### config.mk
export PLATFORM = sky130hd
export DESIGN_NAME = btn_pulse_gen
export DESIGN_NICKNAME = d
export VERILOG_FILES = /design/src/rtl/ui_pkg.sv /design/src/rtl/btn_channel.sv /design/src/rtl/btn_pulse_gen.sv
export SDC_FILE = /design/constraint.sdc
export NUM_CORES = 1
export LEC_CHECK = 0
export BUFFER_PORTS_ARGS = -buffer_cell sky130_fd_sc_hd__buf_2
export CAP_MARGIN = 30
export CORE_UTILIZATION = 67
export DETAILED_ROUTE_END_ITERATION = 12
export GPL_TIMING_DRIVEN = 0
export PLACE_DENSITY = 0.87
export SLEW_MARGIN = 20
export SYNTH_ARGS = -nofsm -noshare
export SYNTH_HDL_FRONTEND = slang
export SYNTH_HIERARCHICAL = 1
export SYNTH_SLANG_ARGS = --single-unit
### constraint.sdc
create_clock -name clk -period 4.7 [get_ports clk]
set_input_delay 0.235 -clock clk [delete_from_list [all_inputs] [get_ports clk]]
set_output_delay 0.235 -clock clk [all_outputs]
set_load 0.05 [all_outputs]
### src/rtl/ui_pkg.sv
// Shared UI definitions: button indices, per-button FSM states and
// default 100 MHz timing constants for the button conditioning logic.
package ui_pkg;

  localparam int unsigned BTN_L = 0;
  localparam int unsigned BTN_R = 1;
  localparam int unsigned BTN_U = 2;
  localparam int unsigned BTN_D = 3;
  localparam int unsigned BTN_C = 4;

  localparam int unsigned DEF_NUM_BTN         = 5;
  localparam int unsigned DEF_DEBOUNCE_CYCLES = 200_000;     // 2 ms
  localparam int unsigned DEF_REPEAT_DELAY    = 50_000_000;  // 500 ms
  localparam int unsigned DEF_REPEAT_PERIOD   = 15_000_000;  // 150 ms
  localparam logic [4:0]  DEF_REPEAT_MASK     = 5'b01111;    // C does not repeat

  typedef enum logic [1:0] {
    IDLE      = 2'd0,
    WAIT      = 2'd1,
    REPEATING = 2'd2
  } btn_state_e;

endpackage

### src/rtl/btn_channel.sv
// One button: two-flop synchroniser, debounce counter and press/auto-repeat
// FSM producing registered single-cycle pulses.
module btn_channel
  import ui_pkg::*;
#(
  parameter int unsigned DEBOUNCE_CYCLES = DEF_DEBOUNCE_CYCLES,
  parameter int unsigned REPEAT_DELAY    = DEF_REPEAT_DELAY,
  parameter int unsigned REPEAT_PERIOD   = DEF_REPEAT_PERIOD,
  parameter bit          REPEAT_EN       = 1'b1
) (
  input  logic clk,
  input  logic reset,
  input  logic raw,
  output logic level,
  output logic pulse,
  output logic held
);

  localparam int unsigned     DB_W         = $clog2(DEBOUNCE_CYCLES + 1);
  localparam logic [DB_W-1:0] DB_LAST      = DB_W'(DEBOUNCE_CYCLES - 1);
  localparam logic [31:0]     DELAY_LAST   = 32'(REPEAT_DELAY - 1);
  localparam logic [31:0]     PERIOD_LAST  = 32'(REPEAT_PERIOD - 1);

  logic            sync_q1;
  logic            sync_q2;
  logic [DB_W-1:0] db_cnt;
  logic            accept;
  logic            level_rise;
  logic            level_fall;

  btn_state_e  state_q, state_d;
  logic [31:0] rpt_cnt_q, rpt_cnt_d, rpt_cnt_inc;
  logic        pulse_d;

  // Level change is accepted on the edge where the counter has seen enough
  // stable mismatching cycles; rise/fall are decoded from that same event so
  // the FSM reacts on the edge btn_level itself changes.
  assign accept     = (sync_q2 != level) && (db_cnt == DB_LAST);
  assign level_rise = accept && !level;
  assign level_fall = accept && level;
  assign rpt_cnt_inc = (rpt_cnt_q == '1) ? rpt_cnt_q : rpt_cnt_q + 32'd1;
  assign held        = (state_q == REPEATING);

  // Two-flop synchroniser for the asynchronous raw level
  always_ff @(posedge clk) begin
    if (reset) begin
      sync_q1 <= 1'b0;
      sync_q2 <= 1'b0;
    end else begin
      sync_q1 <= raw;
      sync_q2 <= sync_q1;
    end
  end

  // Debounce: count consecutive mismatching cycles, toggle level when stable
  always_ff @(posedge clk) begin
    if (reset) begin
      db_cnt <= '0;
      level  <= 1'b0;
    end else if (sync_q2 == level) begin
      db_cnt <= '0;
    end else if (accept) begin
      db_cnt <= '0;
      level  <= ~level;
    end else begin
      db_cnt <= db_cnt + DB_W'(1);
    end
  end

  // FSM state, repeat counter and registered pulse
  always_ff @(posedge clk) begin
    if (reset) begin
      state_q   <= IDLE;
      rpt_cnt_q <= '0;
      pulse     <= 1'b0;
    end else begin
      state_q   <= state_d;
      rpt_cnt_q <= rpt_cnt_d;
      pulse     <= pulse_d;
    end
  end

  // Next-state: a release always wins over a due repeat pulse
  always_comb begin
    state_d   = state_q;
    rpt_cnt_d = rpt_cnt_inc;
    pulse_d   = 1'b0;
    case (state_q)
      IDLE: begin
        rpt_cnt_d = '0;
        if (level_rise) begin
          pulse_d = 1'b1;
          state_d = WAIT;
        end
      end
      WAIT: begin
        if (level_fall) begin
          state_d   = IDLE;
          rpt_cnt_d = '0;
        end else if (REPEAT_EN && rpt_cnt_q == DELAY_LAST) begin
          pulse_d   = 1'b1;
          rpt_cnt_d = '0;
          state_d   = REPEATING;
        end
      end
      REPEATING: begin
        if (level_fall) begin
          state_d   = IDLE;
          rpt_cnt_d = '0;
        end else if (rpt_cnt_q == PERIOD_LAST) begin
          pulse_d   = 1'b1;
          rpt_cnt_d = '0;
        end
      end
      default: begin
        state_d   = IDLE;
        rpt_cnt_d = '0;
      end
    endcase
  end

endmodule

### src/rtl/btn_pulse_gen.sv
// Conditions raw push-buttons into debounced levels and single-cycle
// press/repeat pulses; optionally suppresses coincident L/R pulses.
module btn_pulse_gen
  import ui_pkg::*;
#(
  parameter int unsigned          NUM_BTN         = DEF_NUM_BTN,
  parameter int unsigned          DEBOUNCE_CYCLES = DEF_DEBOUNCE_CYCLES,
  parameter int unsigned          REPEAT_DELAY    = DEF_REPEAT_DELAY,
  parameter int unsigned          REPEAT_PERIOD   = DEF_REPEAT_PERIOD,
  parameter logic [NUM_BTN-1:0]   REPEAT_MASK     = DEF_REPEAT_MASK,
  parameter bit                   LR_EXCLUSIVE    = 1'b1
) (
  input  logic               clk,
  input  logic               reset,
  input  logic [NUM_BTN-1:0] btn_raw,
  output logic [NUM_BTN-1:0] btn_level,
  output logic [NUM_BTN-1:0] btn_pulse,
  output logic [NUM_BTN-1:0] btn_held
);

  logic [NUM_BTN-1:0] ch_pulse;

  for (genvar i = 0; i < NUM_BTN; i++) begin : g_ch
    btn_channel #(
      .DEBOUNCE_CYCLES (DEBOUNCE_CYCLES),
      .REPEAT_DELAY    (REPEAT_DELAY),
      .REPEAT_PERIOD   (REPEAT_PERIOD),
      .REPEAT_EN       (REPEAT_MASK[i])
    ) u_ch (
      .clk   (clk),
      .reset (reset),
      .raw   (btn_raw[i]),
      .level (btn_level[i]),
      .pulse (ch_pulse[i]),
      .held  (btn_held[i])
    );
  end

  if (LR_EXCLUSIVE && NUM_BTN > BTN_R) begin : g_lr
    // Coincident L and R moves are ambiguous: drop both, FSMs run on
    always_comb begin
      btn_pulse = ch_pulse;
      if (ch_pulse[BTN_L] && ch_pulse[BTN_R]) begin
        btn_pulse[BTN_L] = 1'b0;
        btn_pulse[BTN_R] = 1'b0;
      end
    end
  end else begin : g_pass
    assign btn_pulse = ch_pulse;
  end

endmodule

==> qor.csv <==
stage;metric;value;unit
placement;place_ws;2.26;ns
hold_path;hp-class;in -> reg;
clocking;clk_pin_slew;0.06;ns
synth;yosys_most_used_dff;dfxtp_1;
placement;place_inst;1718;
placement;hpwlAfterDp;19.0;mm
worst_setup_path;crit_arrival;2.90;ns
clocking;htree_num_levels;1;
clocking;cts_buffer_depth;3;
worst_setup_path;critPathRequiredTime;5.12;ns
die;fp.dieArea;19500;µm²
global_route;grt_pass1_wl;46.9;mm
global_route;grt_antenna_before_repair;0;
synth;ys_seq_area_share;39.0;%
timing;relSlewSlack;45.4;%
pwr;p_per_area;306;nW/µm²
timing;worst_slew_pin_slew;0.819;ns
worst_setup_path;cp-startpoint;g_ch[0].u_ch/db_cnt[0];
pwr;cellLeakagePower;0.00399;µW
clocking;cts_setup_buffers;0;
timing;final_hold_viol_count;0;
placement;gp_congestion;0.904;
worst_setup_path;critPathMaxFanout;5;
timing;finalCritPeriodShare;52.6;%
finish;final_cell_mix;247 x dfxtp_1, 206 x nor2_1, 96 x xnor2_1;
synth;synthCells;1469;
die;coreArea;18300;µm²
die;initial_core_util;69.5;%
status;status;complete, no violations;
synth;synth_area;12700;µm²
finish;regArea;4940;µm²
finish;fin_nets;1554;
finish;stdcell_count;1771;
clocking;cts_made_buffers;26;
synth;synth-seq-cells;247;
finish;fill_cells;1270;
worst_setup_path;r2r_start;g_ch[0].u_ch/db_cnt[0];
timing;rsz0062_at_grt;false;
route;routed_wl;27.7;mm
die;fp.dieW;140;µm
finish;final_common_cell;dfxtp_1;
global_route;grt_max_degree;41;
route;vias;11204;
synth;synth_warnings;6;
worst_setup_path;cp-end-kind;flop;
pwr;ir_worst_vdd;0.000277;V
hold_path;hold_start;reset;
timing;slew_violations;0;
global_route;gr-usage-all-layers;28.1;%
clocking;cts_root_buffer;clkbuf_16;
clocking;cts.sinks;247;
timing;fin_skew;0.0144;ns
flow_run;drv_cap;0;
placement;io_buffers;20;
route;drc;0;
finish;drive_above_1_share;10.4;%
clocking;cts_tree;yes;
die;die_h;140;µm
synth;synth.distinct_cells;66;
worst_setup_path;critPathLaunchType;flop;
route;viasPerCell;6.33;
global_route;grt_overflow_total;0;
synth;syn_nets;1501;
timing;fin_crit;2.47;ns
synth;synth-edff-count;0;
global_route;grt_pass1_vias;10276;
finish;final_util;76.9;%
timing;fin_ws;2.23;ns
die;ios;22;
route;drtAntennaViolNets;0;
timing;setup_tns;0;ns
die;rows;49;
route;drt-initial-drc-count;826;
synth;async_reset_ff_share;0;%
finish;area_growth;10.7;%
timing;final-setup-viol-count;0;
clocking;clock_latency;0.53;ns
synth;synth_area_per_cell;8.64;µm²
route;wl_per_cell;15.6;µm
timing;fmax;404;MHz
worst_setup_path;path_class;reg -> reg;
finish;num_antenna_cells;0;
finish;multi_input_area;7180;µm²
route;dr.pass1.iters;6;
[state kept, by name, indices dropped and copies added (netlist names)]
signal,flops
g_ch.u_ch/pulse,5
g_ch.u_ch/sync_q2,5
g_ch.u_ch/state_q,9
g_ch.u_ch/rpt_cnt_q,128
g_ch.u_ch/level,5
g_ch.u_ch/db_cnt,90
g_ch.u_ch/sync_q1,5
[metal layers]
layer | vias to the layer above | global-route usage [%] | wire length (µm)
li1 | 5512 | - | -
met1 | 5309 | 36.0 | 12100
met2 | 325 | 48.7 | 13300
met3 | 58 | 3.82 | 1600
met4 | 0 | 9.43 | 643
met5 | - | 0 | 0
[power by group]
part	switching, µW	leakage (µW)	internal [µW]	total [µW]
logic	20.6	0.00154	12.7	33.3
clock network	828	0.000457	1340	2170
registers	2.55	0.00199	2100	2100
total	851	0.00399	3450	4300
[cell type report]
type	count	share of cell area (%)
well taps	229	2.04
clock inverters	9	0.873
flip-flops and latches	247	35.2
multi-input cells	1107	51.1
clock buffers	39	5.70
inverters	57	1.52
repair buffers	25	1.07
plain buffers	58	2.52
[metrics by stage]
stage | hold slack (ns) | total power [µW] | area (µm²)
finish | 0.297 | 4300 | 14100
global route | 0.328 | 4430 | 14100
CTS | 0.274 | 4340 | 14100
detailed placement | 0.425 | 2180 | 13100
global placement | 0.422 | 2180 | 13100
floorplan | 0.304 | 2170 | 12700
[final timing paths]
kind                        endpoint  slack [ns]  cells after the start
min reg2reg     g_ch[3].u_ch/sync_q2        0.43                      1
max reg2reg  g_ch[0].u_ch/state_q[1]        2.23                      6
min               g_ch[1].u_ch/level        0.30                      2
max          g_ch[0].u_ch/state_q[1]        2.23                      6
[logic make-up after synthesis]
kind of cell	after synthesis	synth area share [%]
xor gates and xnor gates	130	8.97
and+or+nand+nor	706	31.6
other	1	0.0295
muxes	5	0.394
AOI/OAI and AO/OA	240	13.1
buffers and inverters	115	4.48
DFF	247	39.0
adders and majority gates	25	2.46
[cell usage after synthesis, types with 8 or more instances]
| master | instances | share of area, % |
|---|---|---|
| dfxtp_1 | 247 | 39 |
| nor2_1 | 206 | 6.1 |
| xnor2_1 | 96 | 6.6 |
| a21oi_1 | 83 | 3.3 |
| nand2_1 | 77 | 2.3 |
| nand3_1 | 70 | 2.8 |
| nand4_1 | 64 | 3.2 |
| inv_1 | 57 | 1.7 |
| or4_1 | 53 | 3.1 |
| or3_1 | 46 | 2.3 |
| xor2_1 | 34 | 2.3 |
| o31ai_1 | 32 | 1.9 |
| nor3_1 | 29 | 1.1 |
| o21ai_0 | 29 | 1.1 |
| nor4_1 | 28 | 1.4 |
| ha_1 | 25 | 2.5 |
| buf_2 | 21 | 0.83 |
| clkbuf_1 | 17 | 0.50 |
| nand4b_1 | 17 | 1.2 |
| o41ai_1 | 16 | 1.1 |
| nor2b_1 | 13 | 0.64 |
| a2111oi_0 | 12 | 0.83 |
| a311oi_1 | 12 | 0.83 |
| and4_1 | 12 | 0.83 |
| buf_6 | 12 | 1.1 |
| nand4bb_1 | 12 | 1.1 |
| or2_2 | 12 | 0.59 |
| a211oi_1 | 8 | 0.47 |
| a31oi_1 | 8 | 0.39 |
| o31a_1 | 8 | 0.55 |
[timing repair]
action	CTS	global route
endpoints found under the hold margin	5	0
setup endpoints to repair	0	0
hold buffers	5	0
gates resized for setup	0	0
[worst max-delay path, stage by stage, from the launching register on]
cell and delay, ns:
dfxtp_1 0.38, ha_1 0.23, nand2_1 0.12, nor4_1 0.63, o211ai_1 0.24, a2111o_1 0.44
a2111oi_2 0.34
Power figures use the tool's default switching activity.
